$ cat src/rtl/ks_dec.sv
// ks_dec -- DES decryption key schedule.
//
// Emits the 16 DES round keys in reverse order (K16 first, K1 last) over a
// valid/ready handshake. PC-1 of the key equals C16D16 because the forward
// schedule rotates each half by 28 in total. Each later key is produced by
// rotating C and D right by the forward shift amount of the round just sent.
// Bit numbering follows FIPS 46-3, so bit 1 is the MSB of every vector.
//
// Parameters
//   PARITY_CHECK  1: flag keyIn bytes with even parity at start; 0: parity_err = 0
//
// Ports
//   clk         in   rising-edge clock
//   rst         in   synchronous reset, active-high
//   start       in   load keyIn and begin a schedule (IDLE only)
//   keyIn       in   64-bit DES key including parity bits
//   key_ready   in   consumer accepts roundKey this cycle
//   roundKey    out  PC-2 of the current C/D register
//   key_valid   out  roundKey/roundNum valid
//   roundNum    out  DES round index of roundKey, 16 down to 1 (0 when idle)
//   busy        out  high while a schedule runs
//   done        out  one-cycle pulse after K1 is accepted
//   parity_err  out  sticky per schedule; set if any keyIn byte has even parity

module ks_dec #(
    parameter bit PARITY_CHECK = 1'b0
) (
    input  logic        clk,
    input  logic        rst,
    input  logic        start,
    input  logic [63:0] keyIn,
    input  logic        key_ready,
    output logic [47:0] roundKey,
    output logic        key_valid,
    output logic [4:0]  roundNum,
    output logic        busy,
    output logic        done,
    output logic        parity_err
);

    typedef enum logic {
        IDLE = 1'b0,
        RUN  = 1'b1
    } state_t;

    // Tables list FIPS bit numbers (1 = MSB), output bit 1 first.
    localparam int unsigned PC1 [56] = '{
        57, 49, 41, 33, 25, 17,  9,  1, 58, 50, 42, 34, 26, 18,
        10,  2, 59, 51, 43, 35, 27, 19, 11,  3, 60, 52, 44, 36,
        63, 55, 47, 39, 31, 23, 15,  7, 62, 54, 46, 38, 30, 22,
        14,  6, 61, 53, 45, 37, 29, 21, 13,  5, 28, 20, 12,  4
    };

    localparam int unsigned PC2 [48] = '{
        14, 17, 11, 24,  1,  5,  3, 28, 15,  6, 21, 10,
        23, 19, 12,  4, 26,  8, 16,  7, 27, 20, 13,  2,
        41, 52, 31, 37, 47, 55, 30, 40, 51, 45, 33, 48,
        44, 49, 39, 56, 34, 53, 46, 42, 50, 36, 29, 32
    };

    function automatic logic [55:0] pc1(input logic [63:0] k);
        logic [55:0] r;
        logic [5:0]  src;
        logic [5:0]  dst;
        r = '0;
        for (int unsigned j = 0; j < 56; j++) begin
            src    = 6'(64 - PC1[j]);
            dst    = 6'(55 - j);
            r[dst] = k[src];
        end
        return r;
    endfunction

    function automatic logic [47:0] pc2(input logic [55:0] cd_in);
        logic [47:0] r;
        logic [5:0]  src;
        logic [5:0]  dst;
        r = '0;
        for (int unsigned j = 0; j < 48; j++) begin
            src    = 6'(56 - PC2[j]);
            dst    = 6'(47 - j);
            r[dst] = cd_in[src];
        end
        return r;
    endfunction

    // Right rotation toward bit 28 (C) / bit 56 (D): undoes a forward left shift.
    function automatic logic [55:0] rot_right(input logic [55:0] cd_in, input logic by_two);
        logic [27:0] c;
        logic [27:0] d;
        c = cd_in[55:28];
        d = cd_in[27:0];
        if (by_two) begin
            c = {c[1:0], c[27:2]};
            d = {d[1:0], d[27:2]};
        end else begin
            c = {c[0], c[27:1]};
            d = {d[0], d[27:1]};
        end
        return {c, d};
    endfunction

    state_t      state, state_nxt;
    logic [55:0] cd, cd_nxt;
    logic [4:0]  round_num, round_num_nxt;
    logic        done_r, done_nxt;
    logic        perr_r, perr_nxt;
    logic        key_parity_bad;
    logic        single_shift;

    // Odd parity is required per byte; an even byte count of ones is an error.
    always_comb begin
        logic [63:0] k;
        k              = keyIn;
        key_parity_bad = 1'b0;
        for (int unsigned b = 0; b < 8; b++) begin
            key_parity_bad = key_parity_bad | ~(^k[7:0]);
            k              = k >> 8;
        end
        if (!PARITY_CHECK) begin
            key_parity_bad = 1'b0;
        end
    end

    // Forward shift of the round whose key is being sent: 1 for rounds 16, 9, 2.
    always_comb begin
        single_shift = (round_num == 5'd16) || (round_num == 5'd9) || (round_num == 5'd2);
    end

    always_ff @(posedge clk) begin
        if (rst) begin
            state     <= IDLE;
            cd        <= '0;
            round_num <= '0;
            done_r    <= 1'b0;
            perr_r    <= 1'b0;
        end else begin
            state     <= state_nxt;
            cd        <= cd_nxt;
            round_num <= round_num_nxt;
            done_r    <= done_nxt;
            perr_r    <= perr_nxt;
        end
    end

    always_comb begin
        state_nxt     = state;
        cd_nxt        = cd;
        round_num_nxt = round_num;
        done_nxt      = 1'b0;
        perr_nxt      = perr_r;

        key_valid  = (state == RUN);
        busy       = (state == RUN);
        roundKey   = pc2(cd);
        roundNum   = round_num;
        done       = done_r;
        parity_err = perr_r;

        case (state)
            IDLE: begin
                if (start) begin
                    state_nxt     = RUN;
                    cd_nxt        = pc1(keyIn);
                    round_num_nxt = 5'd16;
                    perr_nxt      = key_parity_bad;
                end
            end
            RUN: begin
                if (key_ready) begin
                    if (round_num == 5'd1) begin
                        state_nxt     = IDLE;
                        round_num_nxt = '0;
                        done_nxt      = 1'b1;
                    end else begin
                        cd_nxt        = rot_right(cd, ~single_shift);
                        round_num_nxt = round_num - 5'd1;
                    end
                end
            end
            default: begin
                state_nxt = IDLE;
            end
        endcase
    end

endmodule
$ cat config.mk
export PLATFORM = sky130hd
export DESIGN_NAME = ks_dec
export DESIGN_NICKNAME = d
export VERILOG_FILES = /design/src/rtl/ks_dec.sv
export SDC_FILE = /design/constraint.sdc
export NUM_CORES = 1
export LEC_CHECK = 0
export BUFFER_PORTS_ARGS = -buffer_cell sky130_fd_sc_hd__buf_4
export CORE_MARGIN = 1
export CORE_UTILIZATION = 35
export DETAILED_ROUTE_END_ITERATION = 16
export SYNTH_ARGS = -nofsm -noshare
export SYNTH_HDL_FRONTEND = slang
export SYNTH_SLANG_ARGS = --single-unit
export TNS_END_PERCENT = 50
$ cat constraint.sdc
create_clock -name clk -period 2.5 [get_ports clk]
set_input_delay 0.25 -clock clk [delete_from_list [all_inputs] [get_ports clk]]
set_output_delay 0.25 -clock clk [all_outputs]
set_load 0.005 [all_outputs]
==> impl_metrics.csv, run 1 <==
group,metric,value,unit
sta,setup_ws,0.283,ns
floorplan,die_w,106,um
placement,dpl.cell_count,589,
sta,min_period,2.22,ns
final_layout,regArea,0.00126,mm2
sta,finalMaxSlewViolations,0,
setup_path,critPathKind,"flip-flop to flip-flop",
cts,cts.sinks,63,
setup_path,start_kind,"flip-flop",
run_status,status,"finished, final reports clean",
final_layout,drive_gt1_share,30.9,%
setup_path,crit_arrival,2.48,ns
sta,tightestPinTransition,0.723,ns
sta,slew_headroom,51.7,%
setup_path,cp-endpoint,"cd[5]",
cts,cts_root_buf,"clkbuf_8",
grt,grt_use_total,18.2,%
floorplan,core_area,0.0104,mm2
setup_path,rrSetupSlack,0.28,ns
floorplan,boundaryPins,125,
logic_synthesis,synthCells,424,
floorplan,row_count,37,
cts,clk_latency,0.33,ns
logic_synthesis,ys_ff_latch,63,
grt,grt_pass1_wl,16.4,mm
cts,cts_setup_buffers,0,
setup_path,r2r_end,"cd[5]",
logic_synthesis,ys.flop_type,"dfxtp_1",
cts,cts_hold_buf,0,
placement,place_hpwl,6.34,mm
route,detail_route.wl_per_cell,16.8,um
placement,numPortBuffers,115,
final_layout,area_growth,19.7,%
sta,skew,0.00843,ns
route,wirelength,10.2,mm
setup_path,slowest_delay,0.61,ns
logic_synthesis,synth_edf_count,0,
placement,gp_congestion,0.726,
sta,setup_viol,0,
power,vdd_drop_max,0.000232,V
placement,dp_slack,0.286,ns
setup_path,reg2reg_from,"roundNum[1]",
final_layout,multiInputGateArea,0.00195,mm2
grt,grt_max_degree,63,
logic_synthesis,avgSynthCellArea,8.95,um2
final_layout,nFillCells,1058,
final_layout,stdcell_count,605,
route,dr.first_iter.drc_count,157,
setup_path,r2r_cells,8,
logic_synthesis,syn-cell-area,0.00379,mm2
floorplan,die_y,106,um
cts,clockBufferDepth,2,
setup_path,end_kind,"flip-flop",
floorplan,dieArea,0.0113,mm2
route,drc_errors,0,
setup_path,slowest_stage,"nor2b_4",
final_layout,layout.nets,536,
power,power_density,565,mW/mm2
logic_synthesis,ys_types,29,
min_path,min_path_type,"input port to flip-flop",
cts,cts.clk_slew.worst_paths,0.07,ns
cts,cts-resized-gates,0,
final_layout,n_antenna_cell,0,
sta,setup_tns,0,ns
sta,rsz0062_at_grt,"false",
run,max_cap_violations,0,
logic_synthesis,async_flop_share,0,%
logic_synthesis,syn_nets,496,
power,p_leak,1.70,nW
sta,fin_crit_sh,88.7,%
route,vias,3321,
cts,cts_tree,"built",
grt,gr-total-overflow,0,
logic_synthesis,ys.warnings.count,0,
setup_path,path_max_fanout,29,
cts,numCtsBuffers,9,
setup_path,cp.required,2.76,ns
setup_path,path_cells,"inv_1 -> ha_1 -> nor2b_1 -> a21oi_2 -> nor2b_4 -> buf_12 -> a31oi_1 -> o21ai_1",
floorplan,start_util,36.4,%
sta,max_freq,451,MHz
setup_path,crit_start,"roundNum[1]",
route,drt-vias-per-instance,5.49,
route,dr.pass1.iters,5,
cts,htree_levels,3,
logic_synthesis,ys_seq_area_share,33.2,%
grt,grt_antenna_before_repair,0,
route,detail-route-antenna-nets,0,
sta,hold_viol_final,0,
final_layout,post-route-util,43.6,%
grt,grt_pass1_vias,3137,
==> critical path: cells and delay by family (launching register included) <==
family,cells,cell delay [ns]
buffers and inverters,2,0.40
AND/OR/NAND/NOR,2,0.82
adder cells (fa/ha/maj),1,0.20
AO/OA/AOI/OAI,3,0.35
flip-flops,1,0.35
==> cell type report <==
type                            count  area share, %
Multi-Input combinational cell    263           43.1
Sequential cell                    63           27.8
Timing Repair Buffer              123           20.9
Tap cell                          136           3.75
Clock buffer                       10           2.81
Clock inverter                      6           1.35
Inverter                            4          0.331
==> layer usage <==
metal	vias to the layer above	global-route usage (%)	routed length (um)
li1	1626	-	-
met1	1583	23.2	4500
met2	103	30.5	5040
met3	9	3.00	504
met4	0	7.24	138
met5	-	0	0
==> state kept, by name, summed over array words and instances, names as in the netlist <==
signal and cells:
cd 56, done 1, roundNum 5, busy 1
==> cell usage in the layout (no fill, tap or decap), types with 2 or more instances in the layout <==
master and instances:
buf_4 121, dfxtp_1 62, mux2i_1 56, a31oi_1 56
nor4b_1 55, o21ai_1 55, clkbuf_8 9, nor2_1 6
nand2_1 4, nor3_1 4, ha_1 4, inv_1 3
a21oi_1 3, clkinv_2 3, nor2b_1 2, o211a_1 2
and2_1 2, nand3_1 2, buf_12 2
==> synth_stat cells, types with 4 or more instances <==
cell type  instances  area (um2)
mux2i_1           56         561
inv_1              4        15.0
nor4b_1           55         482
buf_2              9        45.0
ha_1               4        50.1
nor2_1             6        22.5
dfxtp_1           63        1260
nor3_1             4        20.0
nand2_1            4        15.0
buf_4             51         383
buf_6              4        45.0
a31oi_1           56         350
o21ai_1           55         275
clkbuf_1          28         105
==> how the worst min path moves through the flow <==
stage	from	endpoint	cells after the start
6_report	start	busy	3
5_1_grt	start	busy	3
4_1_cts	start	busy	3
3_5_place_dp	cd[47]	cd[47]	2
3_3_place_gp	cd[34]	cd[34]	2
2_1_floorplan	start	busy	2
==> metrics by stage <==
| stage | total power [mW] | hold slack (ns) | instance area, um2 |
|---|---|---|---|
| after global routing | 2.70 | 0.215 | 4540 |
| after global placement | 1.71 | 0.503 | 4350 |
| after floorplan | 1.55 | 0.412 | 3790 |
| after detailed placement | 1.72 | 0.510 | 4350 |
| final | 2.57 | 0.209 | 4540 |
| after CTS | 2.60 | 0.187 | 4540 |
==> report_power, final <==
group	internal, mW	switching [mW]
Sequential	1.06	0.0645
Clock	0.457	0.415
Combinational	0.282	0.286
Total	1.80	0.765
==> kinds of logic after synthesis <==
| group | Yosys count | share of synthesized area (%) |
|---|---|---|
| AO/OA/AOI/OAI | 121 | 18.6 |
| AND/OR/NAND/NOR | 81 | 16.1 |
| buffers and inverters | 98 | 15.8 |
| other | 1 | 0.0988 |
| multiplexers | 56 | 14.8 |
| adder cells (fa/ha/maj) | 4 | 1.32 |
| flip-flops | 63 | 33.2 |
No activity file was read; power rests on OpenSTA's default activity.
==> inputs of run 2 (changes only) <==
--- a/config.mk
+++ b/config.mk
@@ -5,10 +5,12 @@
 export SDC_FILE = /design/constraint.sdc
 export NUM_CORES = 1
 export LEC_CHECK = 0
+export ABC_AREA = 1
 export BUFFER_PORTS_ARGS = -buffer_cell sky130_fd_sc_hd__buf_4
 export CORE_MARGIN = 1
 export CORE_UTILIZATION = 35
 export DETAILED_ROUTE_END_ITERATION = 16
+export HOLD_SLACK_MARGIN = 0.03
 export SYNTH_ARGS = -nofsm -noshare
 export SYNTH_HDL_FRONTEND = slang
 export SYNTH_SLANG_ARGS = --single-unit
==> constraint.sdc (replaced) <==
create_clock -name clk -period 2.5 [get_ports clk]
set_input_delay 0.25 -clock clk [delete_from_list [all_inputs] [get_ports clk]]
set_output_delay 0.25 -clock clk [all_outputs]
set_load 0.05 [all_outputs]
==> run 2 against run 1 <==
Against the previous run: routed wire length is 16% higher; clock-buffer cell count up 3; worst hold slack got worse by 0.065 ns; sequential cell count unchanged; clock skew shrank 0.0024 ns; global-route usage down 0.11 points; critical path depth increased by 2; cell count up 54%; fmax up 11%; die area up 19%; critical path type unchanged; largest power group is now combinational logic; highest routed layer unchanged.
==> impl_metrics.csv, run 2 <==
group,metric,value,unit
floorplan,row_count,41,
min_path,min_path_type,"input port to flip-flop",
cts,numCtsBuffers,9,
sta,min_period,2.01,ns
sta,max_freq,499,MHz
sta,tightestPinTransition,1.16,ns
logic_synthesis,synth_common_cells,"121 x inv_1, 116 x a21oi_1, 115 x nand3_1, 66 x nand2_1, 63 x dfxtp_1",
route,detail-route-antenna-nets,0,
grt,grt_pass1_vias,3909,
grt,gr-total-overflow,0,
sta,slew_headroom,22.5,%
grt,grt_max_degree,113,
route,wl_met3,582,um
logic_synthesis,ys_ff_latch,63,
final_layout,regMostFlops,"cd",
grt,grt_pass1_wl,19.3,mm
logic_synthesis,synth_edf_count,0,
sta,hold_viol_final,0,
logic_synthesis,ys_types,27,
grt,grt_use_total,18.1,%
power,power_density,721,mW/mm2
power,p_seq_share,31.4,%
cts,cts_tree,"built",
final_layout,layout.nets,827,
floorplan,start_util,35.8,%
route,vias,4349,
final_layout,area_growth,17.1,%
setup_path,crit_start,"roundNum[1]",
power,vdd_drop_max,0.000274,V
logic_synthesis,yosysTopAreaCell,"dfxtp_1",
min_path,hold_start,"rst",
logic_synthesis,async_flop_share,0,%
logic_synthesis,avgSynthCellArea,6.24,um2
sta,setup_tns,0,ns
floorplan,dieArea,0.0134,mm2
cts,clockBufferDepth,2,
final_layout,largest_reg_flops,56,
route,drt-vias-per-instance,4.67,
logic_synthesis,ys.flop_type,"dfxtp_1",
logic_synthesis,ys_seq_area_share,27.9,%
route,highest_layer,"met4",
cts,cts_setup_buffers,0,
final_layout,nFillCells,1393,
sta,rsz0062_at_grt,"false",
sta,skew,0.00599,ns
cts,cts.sinks,63,
sta,finalMaxSlewViolations,0,
route,dr.pass1.iters,6,
floorplan,die_w,116,um
cts,cts-resized-gates,0,
setup_path,reg2reg_from,"roundNum[1]",
final_layout,final_cell_mix,"123 x buf_4, 120 x inv_1, 116 x a21oi_1, 115 x nand3_1, 65 x nand2_1",
cts,cts.clk_slew.worst_paths,0.06,ns
setup_path,start_kind,"flip-flop",
final_layout,post-route-util,41.9,%
logic_synthesis,synth_top_cell_area_share,27.9,%
grt,grt_antenna_before_repair,0,
power,p_sw,1.41,mW
setup_path,path_max_fanout,42,
route,drc_errors,0,
power,combPwrFrac,34.5,%
run_status,status,"finished, final reports clean",
route,detail_route.wl_per_cell,12.7,um
setup_path,cp.required,2.71,ns
final_layout,multiInputGateArea,0.00207,mm2
floorplan,core_area,0.0126,mm2
logic_synthesis,syn_nets,796,
setup_path,crit_arrival,2.22,ns
cts,clk_latency,0.33,ns
placement,gp_congestion,0.781,
route,met2_length,5.32,mm
final_layout,n_antenna_cell,0,
setup_path,end_kind,"flip-flop",
logic_synthesis,synthCells,724,
final_layout,mostFrequentLayoutCell,"buf_4",
floorplan,boundaryPins,125,
power,clkPwrFrac,34.1,%
route,met1_length,5.84,mm
logic_synthesis,yosysMostFrequentCell,"inv_1",
route,wirelength,11.8,mm
floorplan,die_y,116,um
final_layout,drive_gt1_share,20.3,%
final_layout,regArea,0.00126,mm2
power,p_leak,2.64,nW
logic_synthesis,ys.warnings.count,0,
sta,fin_crit_sh,80.2,%
setup_path,critPathKind,"flip-flop to flip-flop",
power,internal-power,2.40,mW
placement,place_hpwl,7.39,mm
cts,cts_root_buf,"clkbuf_16",
logic_synthesis,syn-cell-area,0.00452,mm2
logic_synthesis,synth_area_leaders,"dfxtp_1 28%, a21oi_1 13%, nand3_1 13%",
power,p_sw_share,37.0,%
placement,numPortBuffers,115,
cts,htree_levels,3,
sta,setup_viol,0,
run,max_cap_violations,0,
route,dr.first_iter.drc_count,315,
cts,cts_hold_buf,0,
==> run 2: cell types whose count changed after synthesis, moves of 52 or more <==
cell     change
inv_1      +117
a21oi_1    +113
nand3_1    +112
nand2_1     +62
mux2i_1     -56
a31oi_1     -55
nor4b_1     -55
nor2_1      +52
==> run 2: final cells by class <==
| type | instances | share of cell area [%] |
|---|---|---|
| tap | 172 | 4.07 |
| clock inverter | 3 | 0.756 |
| timing repair buffer | 125 | 18.2 |
| multi-input combinational | 432 | 39.2 |
| sequential | 63 | 23.9 |
| inverter | 124 | 8.79 |
| clock buffer | 13 | 5.11 |
==> run 2: worst paths after layout <==
path | to | slack (ns) | cells after the start
hold reg to reg | roundNum[1] | 0.51 | 2
setup reg to reg | cd[30] | 0.49 | 10
setup / recovery | cd[30] | 0.49 | 10
hold / removal | roundNum[2] | 0.14 | 2
==> run 2: power groups by stage <==
| stage | registers, mW | logic, mW | clock network [mW] |
|---|---|---|---|
| detailed placement | 1.22 | 1.32 | 0 |
| floorplan | 1.21 | 1.12 | 0 |
| CTS | 1.20 | 1.33 | 1.33 |
| global route | 1.21 | 1.45 | 1.39 |
| finish | 1.20 | 1.32 | 1.30 |
| global placement | 1.22 | 1.32 | 0 |
==> run 2: metrics by stage <==
step	cells	hold slack [ns]	worst slack, ns	area, um2	total power, mW
detailed placement	916	0.473	0.506	4980	2.54
global placement	916	0.477	0.529	4980	2.54
global route	932	0.142	0.309	5290	4.05
finish	932	0.144	0.495	5290	3.82
floorplan	724	0.319	0.588	4520	2.33
CTS	932	0.130	0.500	5290	3.86
==> run 2: critical path, stage by stage, from the launching register on <==
cell	delay, ns
dfxtp_1	0.34
inv_1	0.12
ha_1	0.22
inv_1	0.05
nand2_1	0.06
nand3_2	0.09
nand2_2	0.24
buf_4	0.45
nand2_1	0.10
nand3_1	0.10
a21oi_1	0.09
==> run 2: routing by layer <==
| layer | up-vias | track usage [%] |
|---|---|---|
| met1 | 1929 | 24.9 |
| met2 | 99 | 29.1 |
| li1 | 2314 | - |
| met4 | 0 | 4.10 |
| met5 | - | 0 |
| met3 | 7 | 3.71 |
==> run 2: cells by family (layout without fill, tap and decap cells) <==
kind of cell / count (synthesis) / in the layout / synth area share (%)
simple gates: 250 / 250 / 24.9
buf+inv: 229 / 265 / 26.2
compound gates: 176 / 176 / 19.6
flops: 63 / 63 / 27.9
fa+ha+maj: 4 / 4 / 1.11
other cells: 1 / 1 / 0.0830
xor+xnor: 1 / 1 / 0.194
